### src/rtl/i2c_master_ctrl_if.sv
// Host request/response handshake plus I2C pad signals for i2c_master_ctrl.
// master modport: the sequencer's view; slave modport: host logic and pads.
interface i2c_master_ctrl_if;
    logic       start;
    logic       rw;
    logic [6:0] i_adress;
    logic [7:0] i_data;
    logic       nack_last;
    logic       ready;
    logic       busy;
    logic       done;
    logic       ack_err;
    logic [7:0] o_data;
    logic       sclk;
    logic       sda_oe;
    logic       sda_i;
    logic       scl_i;

    modport master (
        input  start, rw, i_adress, i_data, nack_last, sda_i, scl_i,
        output ready, busy, done, ack_err, o_data, sclk, sda_oe
    );

    modport slave (
        output start, rw, i_adress, i_data, nack_last, sda_i, scl_i,
        input  ready, busy, done, ack_err, o_data, sclk, sda_oe
    );
endinterface

### src/rtl/i2c_master_ctrl.sv
// Single-byte I2C master: START, 7-bit address, R/W, ACK, one data byte, ACK, STOP.
// Optional SCL clock stretching is enabled by defining I2C_CLK_STRETCH_EN.
module i2c_master_ctrl #(
    parameter int DIV   = 50,
    parameter int DIV_W = 6
) (
    input  logic              clk,
    input  logic              rst,
    i2c_master_ctrl_if.master bus
);
    typedef enum logic [2:0] {
        S_IDLE, S_START, S_ADDR, S_RW, S_ACK1, S_DATA, S_ACK2, S_STOP
    } state_t;

    localparam logic [DIV_W-1:0] CNT_LAST = DIV_W'(DIV - 1);

    state_t           state_reg, state_next;
    logic [DIV_W-1:0] cnt_reg, cnt_next;
    logic [1:0]       phase_reg, phase_next;
    logic [2:0]       bit_reg, bit_next;
    logic             rw_reg, rw_next;
    logic [6:0]       addr_reg, addr_next;
    logic [7:0]       wdata_reg, wdata_next;
    logic             nack_reg, nack_next;
    logic             ack_err_reg, ack_err_next;
    logic [7:0]       rdata_reg, rdata_next;
    logic             done_reg, done_next;

    logic hold, tick, sample, slot_end, accept, busy_int, scl_mid;
    logic sclk_int, sda_oe_int;

`ifdef I2C_CLK_STRETCH_EN
    // A slave holding SCL low freezes the timebase while SCL should be high.
    assign hold = (state_reg != S_IDLE) && (phase_reg == 2'd1 || phase_reg == 2'd2) && !bus.scl_i;
`else
    logic unused_scl;
    assign unused_scl = bus.scl_i;
    assign hold       = 1'b0;
`endif

    assign busy_int = (state_reg != S_IDLE) || done_reg;
    assign accept   = bus.start && !busy_int;
    assign tick     = (cnt_reg == CNT_LAST) && !hold;
    assign sample   = tick && (phase_reg == 2'd2);
    assign slot_end = tick && (phase_reg == 2'd3);
    assign scl_mid  = (phase_reg == 2'd1) || (phase_reg == 2'd2);

    always_ff @(posedge clk) begin
        if (rst) begin
            state_reg   <= S_IDLE;
            cnt_reg     <= '0;
            phase_reg   <= 2'd0;
            bit_reg     <= 3'd0;
            rw_reg      <= 1'b0;
            addr_reg    <= 7'd0;
            wdata_reg   <= 8'd0;
            nack_reg    <= 1'b0;
            ack_err_reg <= 1'b0;
            rdata_reg   <= 8'd0;
            done_reg    <= 1'b0;
        end else begin
            state_reg   <= state_next;
            cnt_reg     <= cnt_next;
            phase_reg   <= phase_next;
            bit_reg     <= bit_next;
            rw_reg      <= rw_next;
            addr_reg    <= addr_next;
            wdata_reg   <= wdata_next;
            nack_reg    <= nack_next;
            ack_err_reg <= ack_err_next;
            rdata_reg   <= rdata_next;
            done_reg    <= done_next;
        end
    end

    always_comb begin
        state_next   = state_reg;
        cnt_next     = cnt_reg;
        phase_next   = phase_reg;
        bit_next     = bit_reg;
        rw_next      = rw_reg;
        addr_next    = addr_reg;
        wdata_next   = wdata_reg;
        nack_next    = nack_reg;
        ack_err_next = ack_err_reg;
        rdata_next   = rdata_reg;
        done_next    = 1'b0;
        if (state_reg == S_IDLE) begin
            cnt_next   = '0;
            phase_next = 2'd0;
            bit_next   = 3'd0;
            if (accept) begin
                state_next   = S_START;
                rw_next      = bus.rw;
                addr_next    = bus.i_adress;
                wdata_next   = bus.i_data;
                nack_next    = bus.nack_last;
                ack_err_next = 1'b0;
            end
        end else begin
            if (tick) begin
                cnt_next   = '0;
                phase_next = phase_reg + 2'd1;
            end else if (!hold) begin
                cnt_next = cnt_reg + DIV_W'(1);
            end
            if (sample) begin
                case (state_reg)
                    S_ACK1:  if (bus.sda_i) ack_err_next = 1'b1;
                    S_DATA:  if (rw_reg) rdata_next = {rdata_reg[6:0], bus.sda_i};
                    S_ACK2:  if (!rw_reg && bus.sda_i) ack_err_next = 1'b1;
                    default: ;
                endcase
            end
            // Address and write byte are shifted out MSB first, one bit per slot.
            if (slot_end) begin
                case (state_reg)
                    S_START: begin
                        state_next = S_ADDR;
                        bit_next   = 3'd6;
                    end
                    S_ADDR: begin
                        addr_next = {addr_reg[5:0], 1'b0};
                        if (bit_reg == 3'd0) state_next = S_RW;
                        else bit_next = bit_reg - 3'd1;
                    end
                    S_RW: state_next = S_ACK1;
                    S_ACK1: begin
                        if (ack_err_reg) begin
                            state_next = S_STOP;
                        end else begin
                            state_next = S_DATA;
                            bit_next   = 3'd7;
                        end
                    end
                    S_DATA: begin
                        wdata_next = {wdata_reg[6:0], 1'b0};
                        if (bit_reg == 3'd0) state_next = S_ACK2;
                        else bit_next = bit_reg - 3'd1;
                    end
                    S_ACK2: state_next = S_STOP;
                    S_STOP: begin
                        state_next = S_IDLE;
                        done_next  = 1'b1;
                    end
                    default: state_next = S_IDLE;
                endcase
            end
        end
    end

    // SDA only changes while SCL is low, except the START fall and STOP rise.
    always_comb begin
        sclk_int   = 1'b1;
        sda_oe_int = 1'b0;
        case (state_reg)
            S_START: begin
                sclk_int   = (phase_reg != 2'd3);
                sda_oe_int = phase_reg[1];
            end
            S_ADDR: begin
                sclk_int   = scl_mid;
                sda_oe_int = !addr_reg[6];
            end
            S_RW: begin
                sclk_int   = scl_mid;
                sda_oe_int = !rw_reg;
            end
            S_ACK1: sclk_int = scl_mid;
            S_DATA: begin
                sclk_int   = scl_mid;
                sda_oe_int = !rw_reg && !wdata_reg[7];
            end
            S_ACK2: begin
                sclk_int   = scl_mid;
                sda_oe_int = rw_reg && !nack_reg;
            end
            S_STOP: begin
                sclk_int   = (phase_reg != 2'd0);
                sda_oe_int = !phase_reg[1];
            end
            default: ;
        endcase
    end

    assign bus.sclk    = sclk_int;
    assign bus.sda_oe  = sda_oe_int;
    assign bus.busy    = busy_int;
    assign bus.ready   = !busy_int;
    assign bus.done    = done_reg;
    assign bus.ack_err = ack_err_reg;
    assign bus.o_data  = rdata_reg;
endmodule

### src/flat_wrapper.sv
// flat-port wrapper written by rule: the top's interface ports become plain ports
module i2c_master_ctrl_flat 
#(
    parameter int DIV   = 50,
    parameter int DIV_W = 6
)
  (clk, rst, bus_start, bus_rw, bus_i_adress, bus_i_data, bus_nack_last, bus_sda_i, bus_scl_i, bus_ready, bus_busy, bus_done, bus_ack_err, bus_o_data, bus_sclk, bus_sda_oe);
  i2c_master_ctrl_if bus_i ();
  input  logic clk;
  input  logic rst;
  input wire logic [$bits(bus_i.start)-1:0] bus_start;
  input wire logic [$bits(bus_i.rw)-1:0] bus_rw;
  input wire logic [$bits(bus_i.i_adress)-1:0] bus_i_adress;
  input wire logic [$bits(bus_i.i_data)-1:0] bus_i_data;
  input wire logic [$bits(bus_i.nack_last)-1:0] bus_nack_last;
  input wire logic [$bits(bus_i.sda_i)-1:0] bus_sda_i;
  input wire logic [$bits(bus_i.scl_i)-1:0] bus_scl_i;
  output wire logic [$bits(bus_i.ready)-1:0] bus_ready;
  output wire logic [$bits(bus_i.busy)-1:0] bus_busy;
  output wire logic [$bits(bus_i.done)-1:0] bus_done;
  output wire logic [$bits(bus_i.ack_err)-1:0] bus_ack_err;
  output wire logic [$bits(bus_i.o_data)-1:0] bus_o_data;
  output wire logic [$bits(bus_i.sclk)-1:0] bus_sclk;
  output wire logic [$bits(bus_i.sda_oe)-1:0] bus_sda_oe;
  assign bus_i.start = bus_start;
  assign bus_i.rw = bus_rw;
  assign bus_i.i_adress = bus_i_adress;
  assign bus_i.i_data = bus_i_data;
  assign bus_i.nack_last = bus_nack_last;
  assign bus_i.sda_i = bus_sda_i;
  assign bus_i.scl_i = bus_scl_i;
  assign bus_ready = bus_i.ready;
  assign bus_busy = bus_i.busy;
  assign bus_done = bus_i.done;
  assign bus_ack_err = bus_i.ack_err;
  assign bus_o_data = bus_i.o_data;
  assign bus_sclk = bus_i.sclk;
  assign bus_sda_oe = bus_i.sda_oe;
  i2c_master_ctrl #(.DIV(DIV), .DIV_W(DIV_W)) u_core (.clk(clk), .rst(rst), .bus(bus_i));
endmodule
### config.mk
export PLATFORM = sky130hd
export DESIGN_NAME = i2c_master_ctrl_flat
export DESIGN_NICKNAME = d
export VERILOG_FILES = /design/src/rtl/i2c_master_ctrl_if.sv /design/src/rtl/i2c_master_ctrl.sv /design/src/flat_wrapper.sv
export SDC_FILE = /design/constraint.sdc
export NUM_CORES = 1
export LEC_CHECK = 0
export BUFFER_PORTS_ARGS = -buffer_cell sky130_fd_sc_hd__clkbuf_2
export CORE_MARGIN = 2
export CORE_UTILIZATION = 40
export CTS_CLUSTER_DIAMETER = 80
export CTS_CLUSTER_SIZE = 12
export DETAILED_ROUTE_END_ITERATION = 7
export MAX_ROUTING_LAYER = met4
export PLACE_DENSITY_LB_ADDON = 0.25
export SLEW_MARGIN = 25
export SYNTH_ARGS = -nofsm -noshare
export SYNTH_HDL_FRONTEND = slang
export SYNTH_SLANG_ARGS = --single-unit
### constraint.sdc
create_clock -name clk -period 3.7 [get_ports clk]
set_input_delay 0.74 -clock clk [delete_from_list [all_inputs] [get_ports clk]]
set_output_delay 0.74 -clock clk [all_outputs]
set_load 0.01 [all_outputs]
==> flow_summary.ini, run 1 <==
[critical_path]
crit_fanout = 21
crit_end = bus_sclk
slowest_stage = dfxtp_1
crit_type = reg2out
worstPathCellList = nor2b_1 > a221oi_1 > a21o_1 > clkbuf_2
r2r-start = u_core.state_reg[1]
ff2ff_path_depth = 6
cp.arrival_ns = 1.89
end_kind = output pin
required_ns = 2.96
crit_path_max_incr_delay_ns = 0.73
r2r_end = u_core.wdata_reg[4]
r2r_slack_ns = 1.35
cp-startpoint = u_core.state_reg[0]
cp-start-kind = flop

[drt]
vias = 1774
drc = 0
avgViaCountPerCell = 5.172
drt-total-wl_um = 4357
first_pass_iters = 4
wl_per_cell_um = 12.70
detail_route.iter0.violations = 93
antenna_left = 0

[cells_and_area]
layout.nets = 301
multi_input_area_um2 = 1139
drive_above_1_share_pct = 18.32
regArea_um2 = 820.8
stdcell_count = 343
area_delta_synth_final_pct = 14.27
diodes = 0
nFillCells = 524

[clock_tree]
cts_max_path_buffers = 2
cts_tree = yes
path_clk_slew_ns = 0.08
h-tree-depth = 2
insertion_delay_ns = 0.29
cts_made_buffers = 5
cts_setup_buffers = 0
cts-resized-gates = 0
cts_root_buf = clkbuf_8
cts_sinks = 41
hold_buffers = 0

[pwr]
power.leakage_uw = 0.001004
p_per_area_nw_per_um2 = 440.8
ir_worst_vdd_uv = 244.4

[sta]
fin_setup_tns_ns = 0
final-max-slew-violation-count = 0
setup_viol = 0
fin_crit_sh_pct = 71.07
skew_ns = 0.008680
slew_headroom_pct = 50.23
rsz0062_at_grt = false
max_freq_mhz = 380.3
tightest_slew_ns = 0.7465
hold_viol = 0
min_period_ns = 2.630

[floorplan]
dieArea_um2 = 5788
initial_utilization_pct = 40.95
ios = 36
dieWidth_um = 76.08
fp.coreArea_um2 = 5075
die_h_um = 76.08
rows = 26

[placement]
port_buffers = 34
dpl.hpwl_um = 2991
dp.cells = 335
gp_congestion = 0.7582

[global_route]
grt_max_degree = 36
grt_pass1_vias = 1519
grtUsageTotal_pct = 15.67
antenna_found_initial = 0
grt-ovfl-total = 0
grt_pass1_wl_um = 7217

[outcome]
run_status = completed

[synth]
ys_seq_area_share_pct = 39.49
synth_xor_area_share_pct = 2.529
synthCells = 249
synth_adder_area_share_pct = 4.214
synth.mux.area_fraction_pct = 5.780
synth-edff-count = 0
syn_area_um2 = 2078
synth_compound_area_share_pct = 20.65
yosys.area_share.simple_pct = 21.61
synthesis.nets = 278
ys_ff_latch = 41
avgSynthCellArea_um2 = 8.346
yosys_warnings = 0
async_flop_share_pct = 0
synth_top_family_by_area = simple AND/OR/NAND/NOR gates
yosysUniqueCellTypes = 44
synth-main-ff-cell = dfxtp_1

[min_path]
min_path_type = reg2reg

[run]
maxCapViolCount = 0
==> worst max-delay path: cells and delay by family (launching register included) <==
kind	cells	cell delay (ns)
DFF	1	0.73
and+or+nand+nor	1	0.40
AOI/OAI and AO/OA	2	0.33
buffers and inverters	1	0.13
==> power by group <==
group	internal, µW	switching, µW	total [µW]	leakage [µW]
registers	470	28.2	498	0.000334
logic	72.0	105	177	0.000611
clock network	220	152	372	0.0000585
total	762	285	1050	0.00100
==> kinds of logic after synthesis <==
group,count (synthesis)
simple gates,91
compound gates,64
flops,41
buf+inv,28
mux,12
fa+ha+maj,7
xor+xnor,6
==> how the worst min path moves through the flow <==
stage                                endpoint  cells after the start  slack [ns]                 from
after floorplan             u_core.cnt_reg[0]                      1        0.43    u_core.cnt_reg[0]
after global placement      u_core.cnt_reg[0]                      1        0.45    u_core.cnt_reg[0]
after detailed placement    u_core.cnt_reg[0]                      1        0.46    u_core.cnt_reg[0]
after CTS                 u_core.wdata_reg[0]                      2        0.48  u_core.wdata_reg[0]
after global routing        u_core.bit_reg[2]                      2        0.50    u_core.bit_reg[2]
final                       u_core.bit_reg[2]                      2        0.47    u_core.bit_reg[2]
==> per-stage QoR <==
| step | utilization [%] | instance area [µm²] | hold slack, ns | setup WS, ns | power, µW |
|---|---|---|---|---|---|
| 6_report | 46.79 | 2375 | 0.4742 | 1.071 | 1047 |
| 5_1_grt | 46.79 | 2375 | 0.4991 | 0.9630 | 1099 |
| 4_1_cts | 46.79 | 2375 | 0.4788 | 1.097 | 1054 |
| 3_5_place_dp | 44.50 | 2258 | 0.4629 | 1.235 | 684.9 |
| 3_3_place_gp | 44.50 | 2258 | 0.4506 | 1.272 | 682.8 |
| 2_1_floorplan | - | 2078 | 0.4294 | 1.509 | 641.7 |
==> per-layer routing <==
metal / track usage (%) / vias to the layer above / wire (µm)
met3: 3.910 / 7 / 169
li1: - / 916 / -
met5: - / - / 0
met4: 5.455 / 0 / 53
met1: 21.03 / 817 / 2271
met2: 23.13 / 34 / 1862
==> final cells by class <==
cell class | count | share of cell area (%)
Timing Repair Buffer | 35 | 7.482
Tap cell | 70 | 3.688
Clock buffer | 7 | 3.635
Inverter | 9 | 1.423
Multi-Input combinational cell | 180 | 47.95
Sequential cell | 41 | 34.56
Clock inverter | 1 | 1.264
==> cells in the mapped netlist (all sizes together) (2+ instances only) <==
master,n,area [µm²]
o211ai,2,15.01
and3b,3,26.28
nor2,40,155.1
a21o,2,15.01
clkbuf,16,60.06
a311oi,8,82.58
inv,9,33.78
nand3,7,35.03
mux2i,12,120.1
nor2b,2,12.51
nand2b,3,18.77
dfxtp,41,820.8
and3,2,12.51
nand3b,2,15.01
ha,7,87.58
a21oi,15,75.07
xnor2,3,26.28
nor3,4,20.02
xor2,3,26.28
nand2,15,56.30
o21ai,20,100.1
nor3b,3,22.52
a211oi,8,60.06
buf,3,25.02
or2,3,18.77
a22oi,2,15.01
==> cell usage in the layout (no fill, tap or decap), types with 2 or more instances in the layout <==
| cell | count |
|---|---|
| nor3b_1 | 3 |
| o211ai_1 | 2 |
| xor2_1 | 3 |
| nand3_1 | 7 |
| and3_1 | 2 |
| a311oi_2 | 2 |
| o21ai_0 | 20 |
| a21oi_1 | 15 |
| mux2i_1 | 12 |
| a21o_1 | 2 |
| nor2b_1 | 2 |
| and3b_1 | 3 |
| or2_2 | 2 |
| ha_1 | 7 |
| nor2_2 | 2 |
| a211oi_1 | 8 |
| inv_1 | 9 |
| clkbuf_2 | 34 |
| nand2b_1 | 3 |
| a311oi_1 | 6 |
| xnor2_1 | 3 |
| a22oi_1 | 2 |
| clkbuf_8 | 6 |
| nor3_1 | 4 |
| nor2_1 | 38 |
| nand2_1 | 15 |
| dfxtp_1 | 41 |
| nand3b_1 | 2 |
Note: power is estimated with default switching activity, not from simulation.
==> run 2, diff against run 1 <==
--- a/config.mk
+++ b/config.mk
@@ -5,6 +5,7 @@
 export SDC_FILE = /design/constraint.sdc
 export NUM_CORES = 1
 export LEC_CHECK = 0
+export ABC_AREA = 1
 export BUFFER_PORTS_ARGS = -buffer_cell sky130_fd_sc_hd__clkbuf_2
 export CORE_MARGIN = 2
 export CORE_UTILIZATION = 40
==> constraint.sdc (replaced) <==
create_clock -name clk -period 2.31 [get_ports clk]
set_input_delay 0.462 -clock clk [delete_from_list [all_inputs] [get_ports clk]]
set_output_delay 0.462 -clock clk [all_outputs]
set_load 0.01 [all_outputs]
==> flow_summary.ini, run 2 <==
[outcome]
run_status = completed

[drt]
wl_per_cell_um = 10.86
antenna_left = 0
drc = 0
vias = 1914
first_pass_iters = 4
avgViaCountPerCell = 4.691
detail_route.iter0.violations = 90
drt-total-wl_um = 4432

[floorplan]
ios = 36
die_h_um = 77.31
dieWidth_um = 77.31
initial_utilization_pct = 41.82
fp.coreArea_um2 = 5140
dieArea_um2 = 5976
rows = 26

[critical_path]
cp-startpoint = u_core.state_reg[2]
r2r_slack_ns = 0.74
crit_fanout = 18
cp-start-kind = flop
r2r-start = u_core.cnt_reg[0]
r2r_end = u_core.bus.o_data[0]
crit_end = bus_sclk
ff2ff_path_depth = 7
cp.arrival_ns = 1.68
end_kind = output pin
crit_type = reg2out
required_ns = 1.85

[global_route]
grt_pass1_vias = 1709
grt_pass1_wl_um = 7527
grt-ovfl-total = 0
antenna_found_initial = 0
grtUsageTotal_pct = 16.04
grt_max_degree = 20

[clock_tree]
cts_made_buffers = 5
cts_tree = yes
hold_buffers = 0
path_clk_slew_ns = 0.08
cts_sinks = 41
cts_setup_buffers = 0
cts-resized-gates = 0
h-tree-depth = 2
insertion_delay_ns = 0.29
cts_root_buf = clkbuf_8
cts_max_path_buffers = 2

[synth]
yosysUniqueCellTypes = 33
synth-edff-count = 0
synthTopCellsByCount = nand2_1, nor2_1, dfxtp_1
ys_top_cells_by_area = dfxtp_1, nand2_1, nor2_1, o21ai_0, ha_1
syn_area_um2 = 2150
synthesis.nets = 328
synth-main-ff-cell = dfxtp_1
synth_top_area_share_pct = 38.18
async_flop_share_pct = 0
ys_seq_area_share_pct = 38.18
synthCells = 299
yosysTopAreaCell = dfxtp_1
yosys_warnings = 0
avgSynthCellArea_um2 = 7.189
ys_ff_latch = 41
yosysMostFrequentCell = nand2_1

[pwr]
pwr-share-clk_pct = 32.1
p_per_area_nw_per_um2 = 619.3
p_comb_share_pct = 17.4
swShare_pct = 29.51
ir_worst_vdd_uv = 425.1
p_sw_uw = 454.1
p_int_uw = 1085
power.total_uw = 1539
power.leakage_uw = 0.001168
seq_power_share_pct = 50.6

[sta]
hold_viol = 0
fin_setup_tns_ns = 0
final-max-slew-violation-count = 0
skew_ns = 0.008164
setup_ws_ns = 0.1679
max_freq_mhz = 466.8
rsz0062_at_grt = false
min_period_ns = 2.142
slew_headroom_pct = 67.82
setup_viol = 0
tightest_slew_ns = 0.4822
fin_crit_sh_pct = 92.73

[cells_and_area]
area_delta_synth_final_pct = 15.60
drive_above_1_share_pct = 21.89
diodes = 0
nFillCells = 530
final_common_cell = nand2_1
utilization_pct = 48.34
final_cell_mix = nand2_1, nor2_1, dfxtp_1
layout.nets = 366
design_area_um2 = 2485

[placement]
port_buffers = 34
post-place-ws_ns = 0.4675
post_dp_cell_area_um2 = 2389
dpl.hpwl_um = 3301
gp_congestion = 0.9135

[run]
maxCapViolCount = 0

[min_path]
min_path_type = in2reg
[run 2: changes by cell type after synthesis, sizes merged, moves of 5 or more]
cell,change
a211oi,-8
o21ai,+8
mux2i,-12
nor2,+24
a311oi,-8
inv,+20
nand2,+59
nand3,+8
nor3,+5
clkbuf,-14
[run 2: kinds of logic after synthesis]
group	synth area share, %
simple gates	39.06
flops	38.18
fa+ha+maj	4.074
buf+inv	6.636
compound gates	11.23
xor+xnor	0.8150
[run 2: power by group through the flow]
stage / sequential, µW / clock (µW) / combinational, µW
2_1_floorplan: 788 / 0 / 205
5_1_grt: 784 / 545 / 303
3_5_place_dp: 794 / 0 / 271
6_report: 779 / 493 / 267
4_1_cts: 778 / 514 / 271
3_3_place_gp: 794 / 0 / 270
[run 2: how the worst min path moves through the flow]
stage,endpoint,slack [ns],startpoint,cells past startpoint
5_1_grt,u_core.bus.o_data[0],0.46,bus_sda_i,3
3_5_place_dp,u_core.cnt_reg[0],0.46,u_core.cnt_reg[0],1
3_3_place_gp,u_core.cnt_reg[0],0.45,u_core.cnt_reg[0],1
6_report,u_core.addr_reg[0],0.46,bus_i_adress[0],3
4_1_cts,u_core.addr_reg[0],0.45,bus_i_adress[0],3
2_1_floorplan,u_core.nack_reg,0.43,u_core.nack_reg,2
[run 2: layer usage]
metal / vias to the layer above / wire, µm / track usage [%]
li1: 1041 / - / -
met1: 831 / 2305 / 21.19
met2: 35 / 1895 / 24.35
met3: 7 / 178 / 3.882
met4: 0 / 52 / 4.821
met5: - / 0 / -
[run 2: metrics by stage]
| step | hold WS (ns) | cells |
|---|---|---|
| after global placement | 0.4475 | 400 |
| final | 0.4600 | 408 |
| after global routing | 0.4564 | 408 |
| after detailed placement | 0.4556 | 400 |
| after floorplan | 0.4294 | 299 |
| after CTS | 0.4462 | 408 |
[run 2: final cells by class]
cell class / instances / area [µm²] / share of cell area [%]
multi-input cells: 224 / 1186 / 47.73
clock buffers: 6 / 82.58 / 3.323
inverters: 30 / 116.4 / 4.683
repair buffers: 35 / 177.7 / 7.150
well taps: 70 / 87.58 / 3.525
clock inverters: 2 / 13.76 / 0.5539
flip-flops and latches: 41 / 820.8 / 33.03
[run 2: critical path: stages, from the launching register on]
cell	delay [ns]
dfxtp_1	0.48
inv_2	0.12
nand2_4	0.24
inv_4	0.16
nor2_1	0.14
o211ai_1	0.10
clkbuf_2	0.14
